$ cat src/rtl/vram_blit_engine.sv
// rtl/vram_blit_engine.sv - VRAM fill/copy blit engine with single-byte host access arbitration
module vram_blit_engine #(
    parameter int ADDR_W    = 15,
    parameter int DATA_W    = 8,
    parameter int MEM_DEPTH = 24576
) (
    input  logic              user_clk,
    input  logic              rst,
    input  logic              cmd_valid,
    output logic              cmd_ready,
    input  logic              cmd_op,
    input  logic [ADDR_W-1:0] cmd_dst,
    input  logic [ADDR_W-1:0] cmd_src,
    input  logic [ADDR_W-1:0] cmd_len,
    input  logic [DATA_W-1:0] cmd_fill,
    output logic              busy,
    output logic              done,
    output logic              err,
    input  logic              host_req,
    input  logic              host_we,
    input  logic [ADDR_W-1:0] host_addr,
    input  logic [DATA_W-1:0] host_wdata,
    output logic              host_gnt,
    output logic              host_rvalid,
    output logic [DATA_W-1:0] host_rdata,
    output logic [ADDR_W-1:0] vram_addr,
    output logic [DATA_W-1:0] vram_wdata,
    output logic              vram_we,
    input  logic [DATA_W-1:0] vram_rdata
);

    typedef enum logic [2:0] {
        S_IDLE,
        S_FILL,
        S_CRD,
        S_CWR,
        S_DONE
    } state_t;

    localparam logic [ADDR_W:0]   DEPTH_L = (ADDR_W+1)'(MEM_DEPTH);
    localparam logic [ADDR_W-1:0] ONE_L   = ADDR_W'(1);

    state_t            state_q;
    logic [ADDR_W-1:0] dst_q;
    logic [ADDR_W-1:0] src_q;
    logic [ADDR_W-1:0] len_q;
    logic [ADDR_W-1:0] k_q;
    logic [DATA_W-1:0] fill_q;
    logic              op_q;
    logic              done_q;
    logic              err_q;
    logic              rvalid_q;

    logic [ADDR_W:0]   dst_end_d;
    logic [ADDR_W:0]   src_end_d;
    logic              range_err_d;
    logic              last_d;
    logic              gnt_d;

    // Range check on the raw command so the first write can land in the cycle after acceptance
    always_comb begin
        dst_end_d   = {1'b0, cmd_dst} + {1'b0, cmd_len};
        src_end_d   = {1'b0, cmd_src} + {1'b0, cmd_len};
        range_err_d = (dst_end_d > DEPTH_L) || (cmd_op && (src_end_d > DEPTH_L));
        last_d      = (k_q == (len_q - ONE_L));
    end

    // Host wins the port in every state except CWR, where the copy byte is already in flight
    always_comb begin
        gnt_d = host_req && !rst && (state_q != S_CWR);
    end

    // Status outputs; reset masks the registered pulses in the reset cycle itself
    always_comb begin
        host_gnt    = gnt_d;
        cmd_ready   = !rst && (state_q == S_IDLE);
        busy        = !rst && ((state_q == S_FILL) || (state_q == S_CRD) || (state_q == S_CWR));
        done        = !rst && done_q;
        err         = !rst && err_q;
        host_rvalid = !rst && rvalid_q;
        host_rdata  = vram_rdata;
    end

    // VRAM port mux: host access first, otherwise the engine's current fill/copy beat
    always_comb begin
        vram_addr  = '0;
        vram_wdata = '0;
        vram_we    = 1'b0;
        if (gnt_d) begin
            vram_addr  = host_addr;
            vram_wdata = host_wdata;
            vram_we    = host_we;
        end else begin
            case (state_q)
                S_FILL: begin
                    vram_addr  = dst_q + k_q;
                    vram_wdata = fill_q;
                    vram_we    = (len_q != '0);
                end
                S_CRD: begin
                    vram_addr  = src_q + k_q;
                end
                S_CWR: begin
                    vram_addr  = dst_q + k_q;
                    vram_wdata = vram_rdata;
                    vram_we    = 1'b1;
                end
                default: begin
                    vram_addr  = '0;
                end
            endcase
        end
        if (rst) begin
            vram_we = 1'b0;
        end
    end

    // Engine FSM; a granted host access freezes FILL/CRD for that cycle
    always_ff @(posedge user_clk) begin
        if (rst) begin
            state_q  <= S_IDLE;
            dst_q    <= '0;
            src_q    <= '0;
            len_q    <= '0;
            k_q      <= '0;
            fill_q   <= '0;
            op_q     <= 1'b0;
            done_q   <= 1'b0;
            err_q    <= 1'b0;
            rvalid_q <= 1'b0;
        end else begin
            done_q   <= 1'b0;
            err_q    <= 1'b0;
            rvalid_q <= gnt_d && !host_we;
            case (state_q)
                S_IDLE: begin
                    if (cmd_valid) begin
                        dst_q  <= cmd_dst;
                        src_q  <= cmd_src;
                        len_q  <= cmd_len;
                        fill_q <= cmd_fill;
                        op_q   <= cmd_op;
                        k_q    <= '0;
                        if (range_err_d) begin
                            err_q   <= 1'b1;
                            state_q <= S_DONE;
                        end else if (cmd_op && (cmd_len != '0)) begin
                            state_q <= S_CRD;
                        end else begin
                            // Zero-length commands of either kind pass one write-free FILL beat
                            state_q <= S_FILL;
                        end
                    end
                end
                S_FILL: begin
                    if (!gnt_d) begin
                        k_q <= k_q + ONE_L;
                        if ((len_q == '0) || last_d) begin
                            done_q  <= 1'b1;
                            state_q <= S_DONE;
                        end
                    end
                end
                S_CRD: begin
                    if (!gnt_d) begin
                        state_q <= S_CWR;
                    end
                end
                S_CWR: begin
                    k_q <= k_q + ONE_L;
                    if (last_d) begin
                        done_q  <= 1'b1;
                        state_q <= S_DONE;
                    end else begin
                        state_q <= S_CRD;
                    end
                end
                S_DONE: begin
                    state_q <= S_IDLE;
                end
                default: begin
                    state_q <= S_IDLE;
                end
            endcase
        end
    end

endmodule

$ cat config.mk
export PLATFORM = sky130hd
export DESIGN_NAME = vram_blit_engine
export DESIGN_NICKNAME = d
export VERILOG_FILES = /design/src/rtl/vram_blit_engine.sv
export SDC_FILE = /design/constraint.sdc
export NUM_CORES = 1
export LEC_CHECK = 0
export CELL_PAD_IN_SITES_DETAIL_PLACEMENT = 1
export CELL_PAD_IN_SITES_GLOBAL_PLACEMENT = 1
export CORE_MARGIN = 2
export CORE_UTILIZATION = 41
export DETAILED_ROUTE_END_ITERATION = 7
export GPL_TIMING_DRIVEN = 1
export PLACE_DENSITY = 0.87
export REMOVE_ABC_BUFFERS = 1
export SYNTH_ARGS = -nofsm -noshare
export SYNTH_HDL_FRONTEND = slang
export SYNTH_SLANG_ARGS = --single-unit
$ cat constraint.sdc
create_clock -name user_clk -period 11.2 [get_ports user_clk]
set_input_delay 3.36 -clock user_clk [delete_from_list [all_inputs] [get_ports user_clk]]
set_output_delay 3.36 -clock user_clk [all_outputs]
set_load 0.005 [all_outputs]
# Word-level counts from Yosys, hierarchy flattened
# Cells that the tools add are included.
dict set report op_classes {
  n_reduce_logical 26
  div_mod_pow 0
  n_mul 0
  eq_ne 9
  n_lt_le_gt_ge 2
  bitwise_logic 2
  n_addsub 6
  shift 0
  n_mux 23
}
# operator count
set op_table {}
lappend op_table {{$mux 15} 3}
lappend op_table {{$pmux 15 s3} 1}
lappend op_table {{$add 15x15->16} 2}
lappend op_table {{$gt 16x15->1 const B} 2}
lappend op_table {{$add 15x15->15} 2}
lappend op_table {{$pmux 15 s2} 1}
lappend op_table {{$reduce_bool 15->1} 2}
lappend op_table {{$mux 3} 6}
lappend op_table {{$pmux 8 s2} 1}
lappend op_table {{$add 15x1->15 const B} 1}
lappend op_table {{$eq 15x15->1} 1}
lappend op_table {{$logic_not 15->1} 1}
lappend op_table {{$sub 15x1->15 const B} 1}
lappend op_table {{$pmux 3 s4} 1}
lappend op_table {{$logic_and 1x1->1} 10}
lappend op_table {{$mux 8} 1}
lappend op_table {{$eq 3x2->1 const B} 2}
lappend op_table {{$mux 1} 6}
lappend op_table {{$ne 2x2->1 const B} 3}
lappend op_table {{$logic_or 1x1->1} 4}
lappend op_table {{$pmux 1 s2} 2}
lappend op_table {{$reduce_and 4->1} 1}
lappend op_table {{$eq 3x1->1 const B} 1}
lappend op_table {{$logic_not 3->1} 1}
lappend op_table {{10 further kinds} 12}
dict set report totals {
  rom_bits 0
  wordCells 77
  latchBits 0
  inputBits 90
  output_inout_bits 38
  memories 0
  regBits 74
  mem_bits_rw 0
}

# Logic depth before layout (Yosys ltp)
dict set report depth {
  depth_word 7
  depth_mapped 17
  ltp_nobuf 14
}

# Worst setup path after synthesis
# Ideal clock, no wire load.
dict set report synth_path {
  path_type {input port to output port}
  start {in rst}
  end {out vram_addr[11]}
  path_buffers 1
  path_slack_ns 3.531
  t_required_ns 7.840
  arrival_time_ns 4.309
  stages 5
  path_cell_list {nand2b_1 -> nor2_1 -> clkbuf_1 -> nand2_1 -> o21ai_0}
}
dict set report synth_between {
  elab_chain_len 4
}
# item line_no
set synth_rtl {}
lappend synth_rtl {{from (decl)} 8} ;# input logic rst,
lappend synth_rtl {{$logic_not 1->1} 70} ;# gnt_d = host_req && !rst && (state_q != S_CWR);
lappend synth_rtl {{$logic_and 1x1->1 (2 in a row)} 70}
lappend synth_rtl {{net host_gnt} 23} ;# output logic host_gnt,
lappend synth_rtl {{$mux 15} 89} ;# if (gnt_d) begin
lappend synth_rtl {{to (decl)} 26} ;# output logic [ADDR_W-1:0] vram_addr,
# The timed path passes the listed nets, and every way through them passes these cells.

# Final worst setup path
dict set report layout_path {
  start {in host_req}
  end {out vram_addr[4]}
}
dict set report layout_between {
  elab_chain_len 3
}
# item line_no
set layout_rtl {}
lappend layout_rtl {{from (decl)} 19} ;# input logic host_req,
lappend layout_rtl {{$logic_and 1x1->1 (2 in a row)} 70}
lappend layout_rtl {{$mux 15} 89}
# No other way between the ends.

==> flow_metrics.env <==
export IMPL_netlist_area_leader_share_pct=24.19
export IMPL_gr_usage_all_layers_pct=25.83
export IMPL_synthToLayoutAreaGrowth_pct=26.15
export IMPL_timing_worst_setup_path_type="input pin to output port"
export IMPL_die_h_um=126.2
export IMPL_synth_cells=839
export IMPL_post_route_util_pct=52.96
export IMPL_slew_violations=0
export IMPL_synth_largest_area_cell="dfxtp_1"
export IMPL_yosys_warnings=0
export IMPL_combPwrFrac_pct=36.1
export IMPL_crit_required_ps=7840
export IMPL_status="finished clean"
export IMPL_clk_insertion_delay_late_ps=340
export IMPL_dp_hpwl_um=15770
export IMPL_postRouteAntennaNets=0
export IMPL_grt_pass1_vias=6568
export IMPL_placed_cells=1102
export IMPL_syn_avg_cell_area_um2=7.300
export IMPL_drt_wl_total_um=20360
export IMPL_finalCritPeriodShare_pct=81.50
export IMPL_synthArstFlopShare_pct=0
export IMPL_ys_seq_area_share_pct=24.19
export IMPL_synth_edf_count=0
export IMPL_timing_critical_path_mode_cell="clkdlybuf4s50_1"
export IMPL_synth_main_ff_cell="dfxtp_1"
export IMPL_fin_ws_ps=2072
export IMPL_critPathCaptureType="output port"
export IMPL_tns_ps=0
export IMPL_clockRootBuffer="clkbuf_16"
export IMPL_cts_resized=0
export IMPL_layout_nets=1068
export IMPL_critPathArrivalTime_ps=5770
export IMPL_intPower_w=0.0006114
export IMPL_pin_count=128
export IMPL_hold_viol=0
export IMPL_drc_errors=0
export IMPL_slew_headroom_pct=19.76
export IMPL_viasPerCell=5.742
export IMPL_grt_pass1_wl_um=33470
export IMPL_post_drt_wl_per_cell_um=18.21
export IMPL_most_common_layout_cells="nand2_1 (155), clkdlybuf4s50_1 (126), a21oi_1 (92), dfxtp_1 (74), nor2_1 (54)"
export IMPL_synth_area_mm2=0.006125
export IMPL_pwr_share_seq_pct=33.0
export IMPL_post_cts_setup_buffers=0
export IMPL_cts_htree_levels=3
export IMPL_p_sw_w=0.0003331
export IMPL_portBuffers=127
export IMPL_p_leak_nw=2.953
export IMPL_drtIter0Drc=317
export IMPL_path_cells="clkdlybuf4s50_1, nand2b_1, o21ai_0, a21oi_1, inv_1, o31ai_1, clkdlybuf4s50_1"
export IMPL_cts_max_path_buffers=2
export IMPL_synth_cell_types=62
export IMPL_finClkSkew_ps=7.531
export IMPL_row_count=44
export IMPL_layout_drive_gt1_share_pct=4.818
export IMPL_fin_cells=1118
export IMPL_cts_sinks=74
export IMPL_gp_congestion=0.9101
export IMPL_tightest_slew_ps=1200
export IMPL_clkPwrFrac_pct=30.9
export IMPL_post_route_cell_area_mm2=0.007726
export IMPL_hold_path_class="register to register"
export IMPL_core_mm2=0.01459
export IMPL_antenna_diode_count=0
export IMPL_nFillCells=1845
export IMPL_fmax_ghz=0.1096
export IMPL_grt_ovfl_total=0
export IMPL_peakVddDrop_uv=73.39
export IMPL_switching_share_pct=35.27
export IMPL_die_x_um=126.2
export IMPL_max_cap_viol_count=0
export IMPL_start_util_pct=41.98
export IMPL_synth_area_top_cells="dfxtp_1 (24%), nand2_1 (9.5%), ha_1 (9.4%)"
export IMPL_drt_pass1_iter_count=4
export IMPL_powerDensity_mw_per_mm2=122.3
export IMPL_slowest_delay_ps=530
export IMPL_cts_buffers=9
export IMPL_clkTransAtPathRegs_ps=60
export IMPL_rsz0062_at_grt="false"
export IMPL_path_max_fanout=13
export IMPL_slowest_stage="clkdlybuf4s50_1"
export IMPL_antenna_found_initial=0
export IMPL_vias=6419
export IMPL_crit_buf_inv=3
export IMPL_postCtsHoldBufs=0
export IMPL_layout_commonest_cell="nand2_1"
export IMPL_grt_max_degree=68
export IMPL_cp_top_family="buffers and inverters"
export IMPL_synth_seq_cells=74
export IMPL_crit_path_start_kind="input pin"
export IMPL_place_ws_ps=2062
export IMPL_setup_viol=0
export IMPL_die_area_mm2=0.01593
export IMPL_finalCriticalPeriod_ps=9128
export IMPL_post_dp_cell_area_mm2=0.007431
export IMPL_tritoncts="yes"
-- Yosys cell counts, types with 4 or more instances --
cell type and count:
mux2i_1 5, nand2_1 155, buf_4 8, a21boi_0 6, nand4_1 9, a21o_1 10
o21ai_0 49, and3_1 4, nor4_1 8, a22oi_1 18, a211oi_1 6, xnor2_1 26
a21oi_1 92, nand2b_1 8, xor2_1 24, a2111oi_0 5, clkbuf_1 40, nand3_1 15
and2_1 5, or3_1 8, o21a_1 5, o31ai_1 4, ha_1 46, nor3_1 23
dfxtp_1 74, nor4b_1 4, inv_1 27, nor2_1 54, nor2b_1 11, mux2_2 16
a211o_1 5, o2111ai_1 4, o211ai_1 4, nand3b_1 4, a31oi_1 10
-- metrics by stage --
step           total power (W)  hold WS, ps
2_1_floorplan        0.0005199        426.8
3_3_place_gp         0.0006437        439.6
3_5_place_dp         0.0006531        445.0
4_1_cts              0.0009463        453.9
5_1_grt               0.001002        473.8
6_report             0.0009445        452.5
-- per-layer routing --
| metal | wire [µm] | part of all wire, % | global-route usage [%] |
|---|---|---|---|
| met1 | 9207 | 45 | 33.43 |
| met3 | 701 | 3.4 | 2.974 |
| met5 | 0 | 0 | 0 |
| met4 | 319 | 1.6 | 7.369 |
| met2 | 10130 | 50 | 45.32 |
-- worst paths after layout --
| kind | cells after the start | to | slack (ps) | from |
|---|---|---|---|---|
| max reg2reg | 11 | state_q[0]$_SDFFE_PP0P_ | 7670 | len_q[0]$_SDFFE_PP0P_ |
| min reg2reg | 2 | src_q[3]$_SDFFE_PP0P_ | 450 | src_q[3]$_SDFFE_PP0P_ |
| min | 2 | src_q[3]$_SDFFE_PP0P_ | 450 | src_q[3]$_SDFFE_PP0P_ |
| max | 7 | vram_addr[4] | 2070 | host_req |
-- cell families after synthesis --
kind of cell    synth area share (%)
xor+xnor                       7.150
mux                            3.759
compound gates                 24.76
fa+ha+maj                      10.38
flops                          24.19
simple gates                   24.41
buf+inv                        5.352
-- cell type report --
cell class	instances	area [µm²]	share of cell area, %
clock buffers	10	229.0	2.964
clock inverters	6	66.31	0.8583
inverters	27	101.3	1.312
multi-input cells	686	4322	55.94
flip-flops and latches	74	1481	19.17
well taps	184	230.2	2.980
repair buffers	131	1296	16.78
-- power groups by stage --
stage	combinational, W	sequential [W]	clock (W)
final	0.000341	0.000311	0.000292
after global routing	0.000378	0.000315	0.000308
after CTS	0.000340	0.000311	0.000295
after detailed placement	0.000337	0.000316	0
after global placement	0.000329	0.000314	0
after floorplan	0.000212	0.000308	0
-- worst register-to-register path, stage by stage (launching register included) --
cell	delay [ps]
dfxtp_1	350
inv_1	70
ha_1	230
nor4b_1	590
or4b_2	660
xnor2_1	220
nand4_1	160
a2111oi_2	280
o2111ai_1	300
a21oi_1	240
nor3b_1	70
a211o_1	250
-- state kept, by name, summed over array words and instances (netlist names) --
signal,count
src_q,15
rvalid_q,1
done_q,1
err_q,1
dst_q,15
state_q,3
k_q,15
len_q,15
fill_q,8
Note: power is estimated with default switching activity, not from simulation.
